--- config.mk ---
export PLATFORM = sky130hd
export DESIGN_NAME = bus_arbiter
export DESIGN_NICKNAME = d
export VERILOG_FILES = /design/src/rtl/bus_pkg.sv /design/src/rtl/rr_pick.sv /design/src/rtl/bus_arbiter.sv
export SDC_FILE = /design/constraint.sdc
export NUM_CORES = 1
export LEC_CHECK = 0
export ABC_AREA = 1
export CAP_MARGIN = 25
export CORE_ASPECT_RATIO = 1.2
export CORE_MARGIN = 2
export CORE_UTILIZATION = 53
export CTS_BUF_LIST = sky130_fd_sc_hd__clkbuf_2 sky130_fd_sc_hd__clkbuf_4 sky130_fd_sc_hd__clkbuf_8
export DETAILED_ROUTE_END_ITERATION = 10
export PLACE_DENSITY = 0.84
export SYNTH_ARGS = -nofsm -noshare
export SYNTH_HDL_FRONTEND = slang
export SYNTH_SLANG_ARGS = --single-unit
export TNS_END_PERCENT = 10
--- constraint.sdc ---
create_clock -name clk -period 2.15 [get_ports clk]
set_input_delay 0.43 -clock clk [delete_from_list [all_inputs] [get_ports clk]]
set_output_delay 0.43 -clock clk [all_outputs]
set_load 0.05 [all_outputs]
--- src/rtl/bus_pkg.sv ---
// Shared constants and types for the serial-bus arbiter: packet layout,
// FSM state encoding, debug view, and a sizing helper.
package bus_pkg;

    localparam int PACKET_BITS = 79;

    // Bit positions inside a captured packet (first received bit lands at MSB).
    localparam int DATA_MSB = 67;
    localparam int DATA_LSB = 4;
    localparam int SRC_MSB  = 77;
    localparam int SRC_LSB  = 74;
    localparam int DST_MSB  = 73;
    localparam int DST_LSB  = 70;

    typedef enum logic [2:0] {
        ST_IDLE      = 3'd0,
        ST_GRANT     = 3'd1,
        ST_SEND      = 3'd2,
        ST_WAIT_RESP = 3'd3,
        ST_RECV      = 3'd4,
        ST_RESULT    = 3'd5
    } state_e;

    typedef struct packed {
        state_e                 state;
        logic [PACKET_BITS-1:0] capture;
    } dbg_t;

    function automatic int max3(input int a, input int b, input int c);
        int m;
        m = (a > b) ? a : b;
        return (m > c) ? m : c;
    endfunction

endpackage

--- src/rtl/rr_pick.sv ---
// Round-robin selector: one-hot pick of the first set request at or above
// ptr_i, wrapping to the lowest set request when nothing lies above it.
module rr_pick #(
    parameter int N  = 4,
    parameter int IW = (N > 1) ? $clog2(N) : 1
) (
    input  logic [N-1:0]  req_i,
    input  logic [IW-1:0] ptr_i,
    output logic [N-1:0]  pick_o,
    output logic          valid_o
);

    logic [N-1:0] hi_mask;
    logic [N-1:0] hi_req;
    logic [N-1:0] src;

    always_comb begin
        hi_mask = ~((N'(1) << ptr_i) - N'(1));
        hi_req  = req_i & hi_mask;
        src     = (hi_req != '0) ? hi_req : req_i;
        // Isolate lowest set bit of the chosen half.
        pick_o  = src & (~src + N'(1));
        valid_o = |req_i;
    end

endmodule

--- src/rtl/bus_arbiter.sv ---
// Arbiter for a shared serial line: grants one node at a time, tracks its
// 79-bit packet, captures the response and retries on NACK or timeout.
module bus_arbiter
    import bus_pkg::*;
#(
    parameter int NUM_NODES     = 4,
    parameter int START_TIMEOUT = 16,
    parameter int RESP_TIMEOUT  = 160,
    parameter int MAX_RETRY     = 2
) (
    input  logic                 clk,
    input  logic                 rst,
    input  logic [NUM_NODES-1:0] req,
    input  logic                 line_in,
    output logic [NUM_NODES-1:0] grant,
    output logic [NUM_NODES-1:0] done,
    output logic [NUM_NODES-1:0] fail,
    output logic                 busy,
    output dbg_t                 dbg
);

    // Handshake: a node raises req and holds it until it sees its done or
    // fail pulse; dropping it before its start bit withdraws the request.

    localparam int IW      = (NUM_NODES > 1) ? $clog2(NUM_NODES) : 1;
    localparam int CNT_MAX = max3(PACKET_BITS, START_TIMEOUT, RESP_TIMEOUT);
    localparam int CW      = $clog2(CNT_MAX + 1);
    localparam int AW      = (MAX_RETRY > 0) ? $clog2(MAX_RETRY + 1) : 1;

    localparam logic [CW-1:0] LAST_BIT   = CW'(PACKET_BITS - 1);
    localparam logic [CW-1:0] START_LAST = CW'(START_TIMEOUT - 1);
    localparam logic [CW-1:0] RESP_LAST  = CW'(RESP_TIMEOUT - 1);
    localparam logic [AW-1:0] RETRY_LIM  = AW'(MAX_RETRY);
    localparam logic [IW-1:0] LAST_NODE  = IW'(NUM_NODES - 1);

    state_e                 state_q, state_d;
    logic [NUM_NODES-1:0]   grant_q, grant_d;
    logic [NUM_NODES-1:0]   done_q, done_d;
    logic [NUM_NODES-1:0]   fail_q, fail_d;
    logic [IW-1:0]          ptr_q, ptr_d;
    logic [IW-1:0]          gidx_q, gidx_d;
    logic [CW-1:0]          cnt_q, cnt_d;
    logic [AW-1:0]          attempt_q, attempt_d;
    logic [PACKET_BITS-1:0] cap_q, cap_d;

    logic [NUM_NODES-1:0]   pick;
    logic                   pick_valid;
    logic [IW-1:0]          pick_idx;
    logic [PACKET_BITS-1:0] cap_shift;
    logic                   attempt_bad;

    rr_pick #(
        .N  (NUM_NODES),
        .IW (IW)
    ) u_rr_pick (
        .req_i   (req),
        .ptr_i   (ptr_q),
        .pick_o  (pick),
        .valid_o (pick_valid)
    );

    always_ff @(posedge clk) begin
        if (rst) begin
            state_q   <= ST_IDLE;
            grant_q   <= '0;
            done_q    <= '0;
            fail_q    <= '0;
            ptr_q     <= '0;
            gidx_q    <= '0;
            cnt_q     <= '0;
            attempt_q <= '0;
            cap_q     <= '1;
        end else begin
            state_q   <= state_d;
            grant_q   <= grant_d;
            done_q    <= done_d;
            fail_q    <= fail_d;
            ptr_q     <= ptr_d;
            gidx_q    <= gidx_d;
            cnt_q     <= cnt_d;
            attempt_q <= attempt_d;
            cap_q     <= cap_d;
        end
    end

    always_comb begin
        state_d     = state_q;
        grant_d     = grant_q;
        done_d      = '0;
        fail_d      = '0;
        ptr_d       = ptr_q;
        gidx_d      = gidx_q;
        cnt_d       = cnt_q;
        attempt_d   = attempt_q;
        cap_d       = cap_q;
        attempt_bad = 1'b0;
        cap_shift   = {cap_q[PACKET_BITS-2:0], line_in};

        pick_idx = '0;
        for (int i = 0; i < NUM_NODES; i++) begin
            if (pick[i]) pick_idx = IW'(i);
        end

        case (state_q)
            ST_IDLE: begin
                if (pick_valid) begin
                    state_d   = ST_GRANT;
                    grant_d   = pick;
                    gidx_d    = pick_idx;
                    cnt_d     = '0;
                    attempt_d = '0;
                end
            end
            ST_GRANT: begin
                if ((req & grant_q) == '0) begin
                    state_d   = ST_IDLE;
                    grant_d   = '0;
                    cnt_d     = '0;
                    attempt_d = '0;
                end else if (!line_in) begin
                    state_d = ST_SEND;
                    cnt_d   = CW'(1);
                end else if (cnt_q == START_LAST) begin
                    attempt_bad = 1'b1;
                end else begin
                    cnt_d = cnt_q + CW'(1);
                end
            end
            ST_SEND: begin
                if (cnt_q == LAST_BIT) begin
                    state_d = ST_WAIT_RESP;
                    cnt_d   = '0;
                end else begin
                    cnt_d = cnt_q + CW'(1);
                end
            end
            ST_WAIT_RESP: begin
                if (!line_in) begin
                    state_d = ST_RECV;
                    cap_d   = cap_shift;
                    cnt_d   = CW'(1);
                end else if (cnt_q == RESP_LAST) begin
                    attempt_bad = 1'b1;
                end else begin
                    cnt_d = cnt_q + CW'(1);
                end
            end
            ST_RECV: begin
                cap_d = cap_shift;
                if (cnt_q == LAST_BIT) begin
                    // Only an all-ones data field is an ACK.
                    if (&cap_shift[DATA_MSB:DATA_LSB]) begin
                        state_d = ST_RESULT;
                        grant_d = '0;
                        done_d  = grant_q;
                    end else begin
                        attempt_bad = 1'b1;
                    end
                end else begin
                    cnt_d = cnt_q + CW'(1);
                end
            end
            ST_RESULT: begin
                state_d   = ST_IDLE;
                ptr_d     = (gidx_q == LAST_NODE) ? '0 : gidx_q + IW'(1);
                attempt_d = '0;
                cnt_d     = '0;
            end
            default: begin
                state_d = ST_IDLE;
                grant_d = '0;
            end
        endcase

        if (attempt_bad) begin
            cnt_d = '0;
            if (attempt_q < RETRY_LIM) begin
                attempt_d = attempt_q + AW'(1);
                state_d   = ST_GRANT;
            end else begin
                state_d = ST_RESULT;
                grant_d = '0;
                fail_d  = grant_q;
            end
        end
    end

    always_comb begin
        busy          = (state_q != ST_IDLE);
        grant         = grant_q;
        done          = done_q;
        fail          = fail_q;
        dbg.state     = state_q;
        dbg.capture   = cap_q;
    end

endmodule

== Word level (Yosys, flattened, before mapping) ==
Index checks and enable logic that the tools add are counted.

* Input bits: 7
* Word-level logic and storage cells: 107
* Flip-flop bits (word level): 108

* Muxes and demuxes: 46
* Shift-type cells: 1
* $lt $le $gt $ge: 1
* Add/sub/neg operators: 5
* Reduce and logical (&&, ||, !) cells: 16
* Bitwise operators: 9
* Equality and inequality tests: 20

{| class="wikitable"
|+ Operator list
! cell !! number
|-
| $pmux 79 s2 || 1
|-
| $mux 79 || 1
|-
| $mux 8 || 8
|-
| $reduce_and 64->1 || 1
|-
| $pmux 8 s6 || 1
|-
| $mux 4 || 7
|-
| $mux 3 || 9
|-
| $ne 3x3->1 const B || 6
|-
| $pmux 4 s4 || 1
|-
| $pmux 3 s5 || 1
|-
| $mux 2 || 7
|-
| $and 4x4->4 || 3
|-
| $add 8x1->8 const B || 1
|-
| $eq 8x4->1 const B || 1
|-
| $eq 8x7->1 const B || 1
|-
| $eq 8x8->1 const B || 1
|-
| $mux 1 || 8
|-
| $ne 4x4->1 const B || 2
|-
| $not 4->4 || 2
|-
| $reduce_or 4->1 || 2
|-
| $eq 3x2->1 const B || 2
|-
| $eq 3x3->1 const B || 2
|-
| $ne 2x2->1 const B || 3
|-
| $pmux 2 s3 || 1
|-
| 20 further kinds || 26
|}

== Logic depth before layout (Yosys ltp) ==
Gate-level depths: netlist of the first run.

* Word-level depth: 13
* Gate-level depth with buffers: 14
* Mapped depth without buffers: 13

== Modules after synthesis ==
From an unflattened synthesis of the first run, not the netlist that was laid out.

* Cell total of the unflattened synthesis: 758
* Area total of the unflattened synthesis: 5296.3 um2

{| class="wikitable"
|+ By module, submodules not included
! module !! instances !! sequential area each (um2) !! area each (um2) !! cells an instance
|-
| bus_arbiter || 1 || 2162.1 || 5188.7 || 736
|-
| rr_pick || 1 || 0.0 || 107.6 || 22
|}

== Worst setup path before layout of the first run ==
Ideal clock, no wire load.

* Path type: register -> register
* Start: reg state_q[0]
* End: reg cnt_q[6]
* Slack: 206 ps
* Cell stages (with the launch flop): 13
* Arrival: 1824 ps
* Setup time: 121 ps
* Path through: dfxtp_1 > inv_1 > nor3_2 > nand2_1 > o21ai_1 > nand2_2 > nand2_2 > buf_6 > inv_2 > nand2_1 > nand2_1 > nand2_1 > nor2_1

* Longest elaborated chain between the ends: 3
* Elaborated cells on any way between the ends: 15
* Classes of those cells: 9 x eq/ne; 2 x mux; 4 x reduce/logical

{| class="wikitable"
|+ RTL lines
! what !! line !! text
|-
| start: declaration || bus_arbiter.sv:36 || <nowiki>state_e state_q, state_d;</nowiki>
|-
| start signal: assignment || bus_arbiter.sv:74 || <nowiki>state_q <= state_d;</nowiki>
|-
| $eq 3x1->1 (tied with other cells) || bus_arbiter.sv:104 || <nowiki>case (state_q)</nowiki>
|-
| $ne 4x4->1 (no line) (tied with other cells) || n/a ||
|-
| $reduce_and 5->1 (no line) / $reduce_or 2->1 (equally long branches) || n/a ||
|-
| end signal: assignment || bus_arbiter.sv:80 || <nowiki>cnt_q <= cnt_d;</nowiki>
|-
| end: declaration || bus_arbiter.sv:42 || <nowiki>logic [CW-1:0] cnt_q, cnt_d;</nowiki>
|}

Several ways; a longest one is shown, not always the timed one.
A chain may end at the register's enable or synchronous reset.

== Worst setup path after layout of the first run ==
* Start: reg grant_q[1] (netlist: grant[1])
* End: out grant[1]

{| class="wikitable"
|+ RTL lines
! what !! line !! text
|-
| start: declaration || bus_arbiter.sv:37 || <nowiki>logic [NUM_NODES-1:0] grant_q, grant_d;</nowiki>
|-
| start signal: assignment || bus_arbiter.sv:75 || <nowiki>grant_q <= grant_d;</nowiki>
|-
| end: declaration || bus_arbiter.sv:15 || <nowiki>output logic [NUM_NODES-1:0] grant,</nowiki>
|}

No word-level cell between the ends.

==> summary by stage, run 1 <==
Run status
The run finished with clean final reports.

Timing
For this run, the top clock speed supported by timing is just under 500 MHz. The setup slack after layout is around 80 ps. The number of setup violations in the final report is 0. Dividing the final minimum period by the clock period gives 0.963. Clock skew on the completed layout was measured at ~14 ps. The count of endpoints failing hold in the final timing report is 0.

Final hold analysis gives a worst-case slack of 490 ps. Headroom to the max-slew limit came out at 0.653. The actual slew at the worst max-slew pin is 518 ps. Setup repair after global routing left no endpoint under its margin. The max-slew violation count is 0.

The time the worst path needs with I/O delays and setup is 2070 ps.

Worst setup path
The highest-delay cell along the critical path is clkdlybuf4s50_1. The critical path class is flip-flop to output pin. The critical path's top delay family is buffers and inverters. The count of buffer and inverter cells on the critical path is 1. The endpoint type of the worst setup path is an output pin. STA classifies the critical path startpoint as a flip-flop.

Along the worst path, the maximum fanout reaches 4. The delay of the slowest cell on the worst path is around 840 ps. Traced cell by cell, the critical path runs through clkdlybuf4s50_1. STA puts the critical path data arrival time at 1640 ps. Data on the critical path is required at its endpoint by approximately 1700 ps.

Cells and area
The layout cell share with drive strength beyond 1 is 0.0719. After filler insertion, the fill cell instance count of the layout stands at 870. The area growth from synthesis to layout is 16.3%. The final instance area is approximately 5900 um^2. The core occupancy in the finished layout is 0.624. Summing all multi-input logic gate instances after layout gives about 2000 um^2. 0 antenna diodes ended up in the layout. The final layout net count is about 760. The footprint of the flip-flops and latches is between 2000 and 2500 um^2. Leaving out fill and tap cells, the most frequent cell in the layout is nand2_1. In the layout the commonest cells are nand2_1 (259), dfxtp_1 (108), nand3_1 (100).

Yosys
By area the synthesized netlist is led by dfxtp_1 (43%), nand2_1 (19%), buf_4 (12%). The Yosys step of the flow raised 0 warnings. The number of cells produced by synthesis is ~720.

The share of synthesized area in the top cell type comes to 0.428. After synthesis, the netlist uses 30 different library cells. The number of nets handed over by synthesis was approximately 730.

Summed over all instances, the cell type with the most area after synthesis is dfxtp_1. The post-synthesis area per instance is 7.00 um^2. The combined area of all synthesized cells is 5060 um^2. The synthesized flop and latch total is around 110. Of the synthesized area, sequential elements account for 0.428.

Clocking
Counting along the longest clock path gives a buffer depth of 2. For this design, the sink count on the clock tree is 108. The clock slew at the register clock pins of the worst setup and hold paths is between 100 and 150 ps. The latest clock arrival within the worst-skew pair is between 300 and 400 ps.

The clock tree root buffer cell is clkbuf_8. After clock tree synthesis, the flow added hold-fix buffers numbering 0. TritonCTS built the clock tree. After clock tree synthesis, the setup repair step added 0 buffers. The number of levels the H-tree was split into is 3. The number of gates resized after cts is 0.

The number of buffers created by CTS is 9.

Route
For this block, the initial DRC count from the detailed router was approximately 260. The final layout contains routed wiring with a total length of 11000 um. Once detail routing completed, the nets flagged for antenna violations numbered 0. The via-per-instance ratio is about 5.1. The post-detailed-route wirelength per cell is 12.6 um. The pre-antenna-repair detailed-routing pass consisted of 4 iterations. The overall via count from detail_route is around 4400. In the routed design, unresolved DRC markers number 0.

Die
The initialized floorplan defines 39 standard-cell rows. The die is around 110 um tall. The top-level port count is around 100.

The floorplan step set the die width to between 90 and 100 um. For this configuration, the core starts out at a cell density of 0.537. The die covers 10300 um^2. The total core area is approximately 9400 um^2.

Place
Once placement finished, the instance area stood at between 5000 and 6000 um^2. Prior to clock tree synthesis, the placed netlist has a worst setup slack of -54.5 ps. The count of port buffers added during placement is 101. The routability congestion estimate from global placement is 0.909. Detailed placement ended at an HPWL of 8030 um.

Global routing
Global routing finished with a remaining overflow of 0. The wire length of the first global-routing pass is around 19000 um. The initial antenna violation count is 0. The met2 routing resource usage after global routing is 0.376.

Across every metal layer, demand over resource in global routing totals 0.219. The fraction of met1 tracks used by global routing is 0.274. The number of global-route vias before repair was about 4100. In this run the most used layer during global routing was met2. For met3 alone, demand over resource in global routing was 0.0340. Entering global routing, the biggest net connects 80 pins.

Job
Across the run, the number of max-cap violations was 0.

Pwr
For this design the ratio of total power to cell area is between 1000 and 1500 nW/um^2. The overall power of the completed layout is a little over 8 mW. The maximum VDD drop is about 760 uV. The analysis attributes to cell leakage a power of approximately 3.0 nW.

Hold path
The worst hold path class is flip-flop to flip-flop.
[sequential cells by signal, summed over array words and instances (netlist names)]
name and count:
grant 4, cap_q 79, state_q 3, fail 4
gidx_q 2, cnt_q 8, attempt_q 2, ptr_q 2
done 4
[final timing paths]
| path | start | endpoint | slack, ps | cells past startpoint |
|---|---|---|---|---|
| worst max-delay path | grant[1] | grant[1] | 80 | 1 |
| worst min-delay path | cap_q[26] | cap_q[27] | 490 | 2 |
| worst max register to register | cap_q[3] | cnt_q[0] | 160 | 10 |
| worst min register to register | cap_q[26] | cap_q[27] | 490 | 2 |
[layer usage]
| metal | vias to the layer above | part of all wire |
|---|---|---|
| li1 | 2250 | - |
| met1 | 2063 | 0.44 |
| met2 | 115 | 0.50 |
| met3 | 11 | 0.047 |
| met4 | 0 | 0.014 |
| met5 | - | 0 |
[worst reg2reg max path, delay by kind of cell, from the launching register on]
kind,cells,cell delay (ps)
simple gates,7,960
compound gates,2,440
flops,1,390
buf+inv,1,120
[synthesized netlist by cell type]
| cell type | instances |
|---|---|
| nor2_2 | 1 |
| dfxtp_1 | 108 |
| o211ai_1 | 1 |
| o21ai_0 | 12 |
| a22oi_1 | 2 |
| inv_2 | 6 |
| nor2_1 | 54 |
| o2111ai_1 | 1 |
| a21oi_1 | 18 |
| nor3_1 | 3 |
| nand2_2 | 4 |
| nand3_2 | 1 |
| o21ai_1 | 4 |
| nor3_2 | 1 |
| nand3b_1 | 1 |
| buf_4 | 78 |
| and2_1 | 1 |
| o21ai_2 | 1 |
| buf_2 | 5 |
| buf_6 | 1 |
| xor2_1 | 2 |
| ha_1 | 3 |
| clkinv_1 | 1 |
| nand2_1 | 259 |
| nand4_2 | 1 |
| a21oi_4 | 1 |
| nand4_1 | 1 |
| clkbuf_1 | 20 |
| inv_1 | 31 |
| nand3_1 | 100 |
[metrics by stage]
step           setup TNS (ps)  std cells
2_1_floorplan               0        722
3_3_place_gp             -104        859
3_5_place_dp             -206        859
4_1_cts                     0        874
5_1_grt                     0        874
6_report                    0        874
[area by class of cell]
type	instances	share of cell area
Sequential cell	108	0.368
Multi-Input combinational cell	472	0.350
Timing Repair Buffer	118	0.198
Tap cell	123	0.0262
Inverter	38	0.0243
Clock buffer	9	0.0211
Clock inverter	6	0.0123
[power by group]
group          switching, mW  leakage (nW)  internal (mW)  total (mW)
Combinational           2.76          2.00           1.33        4.08
Sequential             0.428         0.878           2.42        2.84
Clock                  0.684         0.102          0.547        1.23
[kinds of logic (layout without fill, tap and decap cells)]
| logic type | count (synthesis) | after routing | share of synthesized area |
|---|---|---|---|
| and+or+nand+nor | 427 | 427 | 0.351 |
| buffers and inverters | 142 | 171 | 0.166 |
| DFF | 108 | 108 | 0.428 |
| AOI/OAI and AO/OA | 40 | 40 | 0.0448 |
| adders and majority gates | 3 | 3 | 0.00742 |
| xor gates and xnor gates | 2 | 2 | 0.00346 |
(Power assumes the default switching activity.)
==> run 2, diff against run 1 <==
--- a/config.mk
+++ b/config.mk
@@ -12,6 +12,7 @@
 export CORE_UTILIZATION = 53
 export CTS_BUF_LIST = sky130_fd_sc_hd__clkbuf_2 sky130_fd_sc_hd__clkbuf_4 sky130_fd_sc_hd__clkbuf_8
 export DETAILED_ROUTE_END_ITERATION = 10
+export HOLD_SLACK_MARGIN = 0.06
 export PLACE_DENSITY = 0.84
 export SYNTH_ARGS = -nofsm -noshare
 export SYNTH_HDL_FRONTEND = slang
==> results of run 2 <==
The final DEF is identical to that of run 1; final timing and power are the same.
==> run 3, diff against run 2 <==
--- a/config.mk
+++ b/config.mk
@@ -9,11 +9,12 @@
 export CAP_MARGIN = 25
 export CORE_ASPECT_RATIO = 1.2
 export CORE_MARGIN = 2
-export CORE_UTILIZATION = 53
+export CORE_UTILIZATION = 50
 export CTS_BUF_LIST = sky130_fd_sc_hd__clkbuf_2 sky130_fd_sc_hd__clkbuf_4 sky130_fd_sc_hd__clkbuf_8
 export DETAILED_ROUTE_END_ITERATION = 10
+export GPL_ROUTABILITY_DRIVEN = 1
 export HOLD_SLACK_MARGIN = 0.06
-export PLACE_DENSITY = 0.84
+export PLACE_DENSITY = 0.8
 export SYNTH_ARGS = -nofsm -noshare
 export SYNTH_HDL_FRONTEND = slang
 export SYNTH_SLANG_ARGS = --single-unit
==> constraint.sdc (replaced) <==
create_clock -name clk -period 2.1 [get_ports clk]
set_input_delay 0.42 -clock clk [delete_from_list [all_inputs] [get_ports clk]]
set_output_delay 0.42 -clock clk [all_outputs]
set_load 0.05 [all_outputs]
==> run 3 against run 2 <==
Die area rose by 5.8%. Utilization fell by 3.1 points. Critical path depth did not move. Non-clock buffer count fell by 6. First-iteration DRC count fell by 19%. Clock-buffer cell count rose by 3. Sequential power rose by 3%. Critical endpoint unchanged. Highest routed layer unchanged.
==> summary by stage, run 3 (synthesized netlist as in run 1, its figures left out) <==
Pwr
The analysis attributes to cell leakage a power of between 2 and 3 nW. The register share of total power is 0.348. The maximum VDD drop is 610 uV. Summed over all nets, the switching power comes to 3.92 mW. The overall power of the completed layout is around 8.4 mW. The total power divided by cell area is roughly 1400 nW/um^2. Of the total power, the share spent switching nets is 0.467.

Internal power comes to 4.47 mW. Of the total power, combinational logic draws 0.492. The share of total power dissipated in the clock network is 0.161.

Clocking
TritonCTS built the clock tree. The total of hold buffers inserted after clock tree synthesis is 0. In this run the number of H-tree levels came out at 3. The clock tree root buffer cell is clkbuf_8. Counting along the longest clock path gives a buffer depth of 2. The latest clock arrival within the worst-skew pair is roughly 370 ps. After clock tree synthesis, the clock-pin slew on the worst setup and hold paths is about 100 ps. Clock tree synthesis found a total of around 110 sinks. The number of buffers created by CTS is 9.

Timing
Setup repair after global routing left no endpoint under its margin. The max-slew violation count is 0. Setup violations remaining at the end of the flow were counted as 0.

For the pin with the worst max-slew slack, the measured transition is between 500 and 600 ps. For the finished layout, the period the worst path requires is between 2000 and 2500 ps. The clock tree skew after final layout is between 10 and 15 ps. In the post-route analysis, the smallest setup slack over all paths is 61.9 ps. In the finished design, the share of the clock period the worst path needs comes to 0.971. The count of endpoints failing hold in the final timing report is 0. The worst slew slack as a fraction of its limit is 0.652. The timing-limited maximum frequency is ~490 MHz.

On the final layout, the worst hold slack is 483 ps.

Global routing
The initial antenna violation count is 0. The first global-routing pass estimated between 15000 and 20000 um of wire. Entering global routing, the biggest net connects 80 pins. The global routing usage summed across all routing layers is 0.203.

The number of global-route vias before repair is approximately 4000. After global routing the overflow that remains totals 0.

Worst setup path
The delay of the slowest cell on the worst path is 830 ps. The critical path class is flip-flop to output pin. Setup slack on the worst reg-to-reg path comes out at ~210 ps.

Grouping stages by cell kind, the critical path spends the most delay in buffers and inverters. The required time of the critical path is ~1700 ps. The endpoint type of the worst setup path is an output pin. Data on the critical path arrives at its endpoint at 1620 ps.

The largest individual stage delay along the critical path comes from the cell clkdlybuf4s50_1. The number of buffers and inverters on the critical path is 1. The startpoint class of the critical path is a flip-flop.

The critical path goes through clkdlybuf4s50_1. The largest fanout on the critical path is 4.

Job
The max capacitance violation total is 0.

Hold path
The worst hold path class is flip-flop to flip-flop.

Cells and area
Of the cells placed in the final design, the portion with a size suffix greater than 1 is 0.0630. The leading cell type in the layout, fill and taps excluded is nand2_1. The final cell count without fillers is ~870.

The library cells used most frequently in the layout, excluding fill and tap cells, are nand2_1 (259), dfxtp_1 (108), nand3_1 (100). Ranked by flip-flop count, first place goes to cap_q. The largest registers in the layout are cap_q (79), cnt_q (8). The area overhead of the layout relative to synthesis is 16.2%.

The final layout net count is 751. The count of inserted antenna diode cells is 0. The number of fill cells is between 900 and 1000. The register with the most flip-flops in the layout has 79 of them.

Place
Once placement completed, the tool counted placed cells totaling ~860. The final HPWL from detailed placement is between 7000 and 8000 um. Port buffering added between 100 and 150 buffers. Timing analysis after detailed placement gives a worst setup slack of -123 ps.

The routability congestion estimate from global placement is slightly above 0.9.

Route
For this run, design rule violations remaining after detail routing come to 0. For this run, the detailed router's first-pass iteration total came to 4. The post-detailed-route wirelength per cell is between 10 and 15 um.

The via-per-instance ratio is 4.97. For this block, the routed nets add up to roughly 11000 um of wire. After the first detailed-routing iteration, the DRC count stood at a little over 200.

The overall via count from detail_route is 4331. The count of nets left with antenna violations once routing finished came out at 0.

Die
The top-level port count is slightly above 100. The placement row count is 40. The total core area is around 10000 um^2. Measured along the y axis, the die boundary spans 114 um. The initial standard-cell utilization of the core is 0.510. The die span in x is 95.8 um. The die covers roughly 11000 um^2.

Run status
The run finished with clean final reports.
-- run 3: per-stage QoR --
step           setup TNS (ps)   util  cell area, um^2
2_1_floorplan               0      -             5060
3_3_place_gp            -80.4  0.571             5650
3_5_place_dp             -476  0.571             5650
4_1_cts                     0  0.593             5870
5_1_grt                     0  0.593             5880
6_report                    0  0.593             5880
-- run 3: cell type report --
| class | count | area, um^2 | share of cell area |
|---|---|---|---|
| Multi-Input combinational cell | 472 | 2060 | 0.350 |
| Timing Repair Buffer | 112 | 1140 | 0.194 |
| Tap cell | 126 | 158 | 0.0268 |
| Clock buffer | 12 | 165 | 0.0281 |
| Inverter | 38 | 143 | 0.0243 |
| Clock inverter | 4 | 55.1 | 0.00937 |
| Sequential cell | 108 | 2160 | 0.368 |
-- run 3: final timing paths --
| kind | cells past startpoint | endpoint | from |
|---|---|---|---|
| worst max-delay path | 1 | grant[1] | grant[1] |
| worst min-delay path | 2 | cap_q[68] | cap_q[67] |
| worst max register to register | 10 | cnt_q[4] | cap_q[64] |
| worst min register to register | 2 | cap_q[68] | cap_q[67] |
-- run 3: repair_timing --
action | in CTS | in global routing
setup endpoints to repair | 2 | 2
buffers inserted | 0 | 0
gates resized for setup | 2 | 2
-- run 3: power by group through the flow --
stage	clock network (mW)	logic [mW]	registers (mW)
floorplan	0	3.36	2.96
global placement	0	4.11	2.95
detailed placement	0	4.16	2.96
CTS	1.39	4.17	2.92
global route	1.49	4.49	2.99
finish	1.35	4.13	2.92
-- run 3: routing by layer --
layer | GRT usage | vias up | routed length (um)
li1 | - | 2235 | -
met1 | 0.263 | 1962 | 4910
met2 | 0.335 | 120 | 5140
met3 | 0.0290 | 14 | 551
met4 | 0.0867 | 0 | 187
met5 | 0 | - | 0
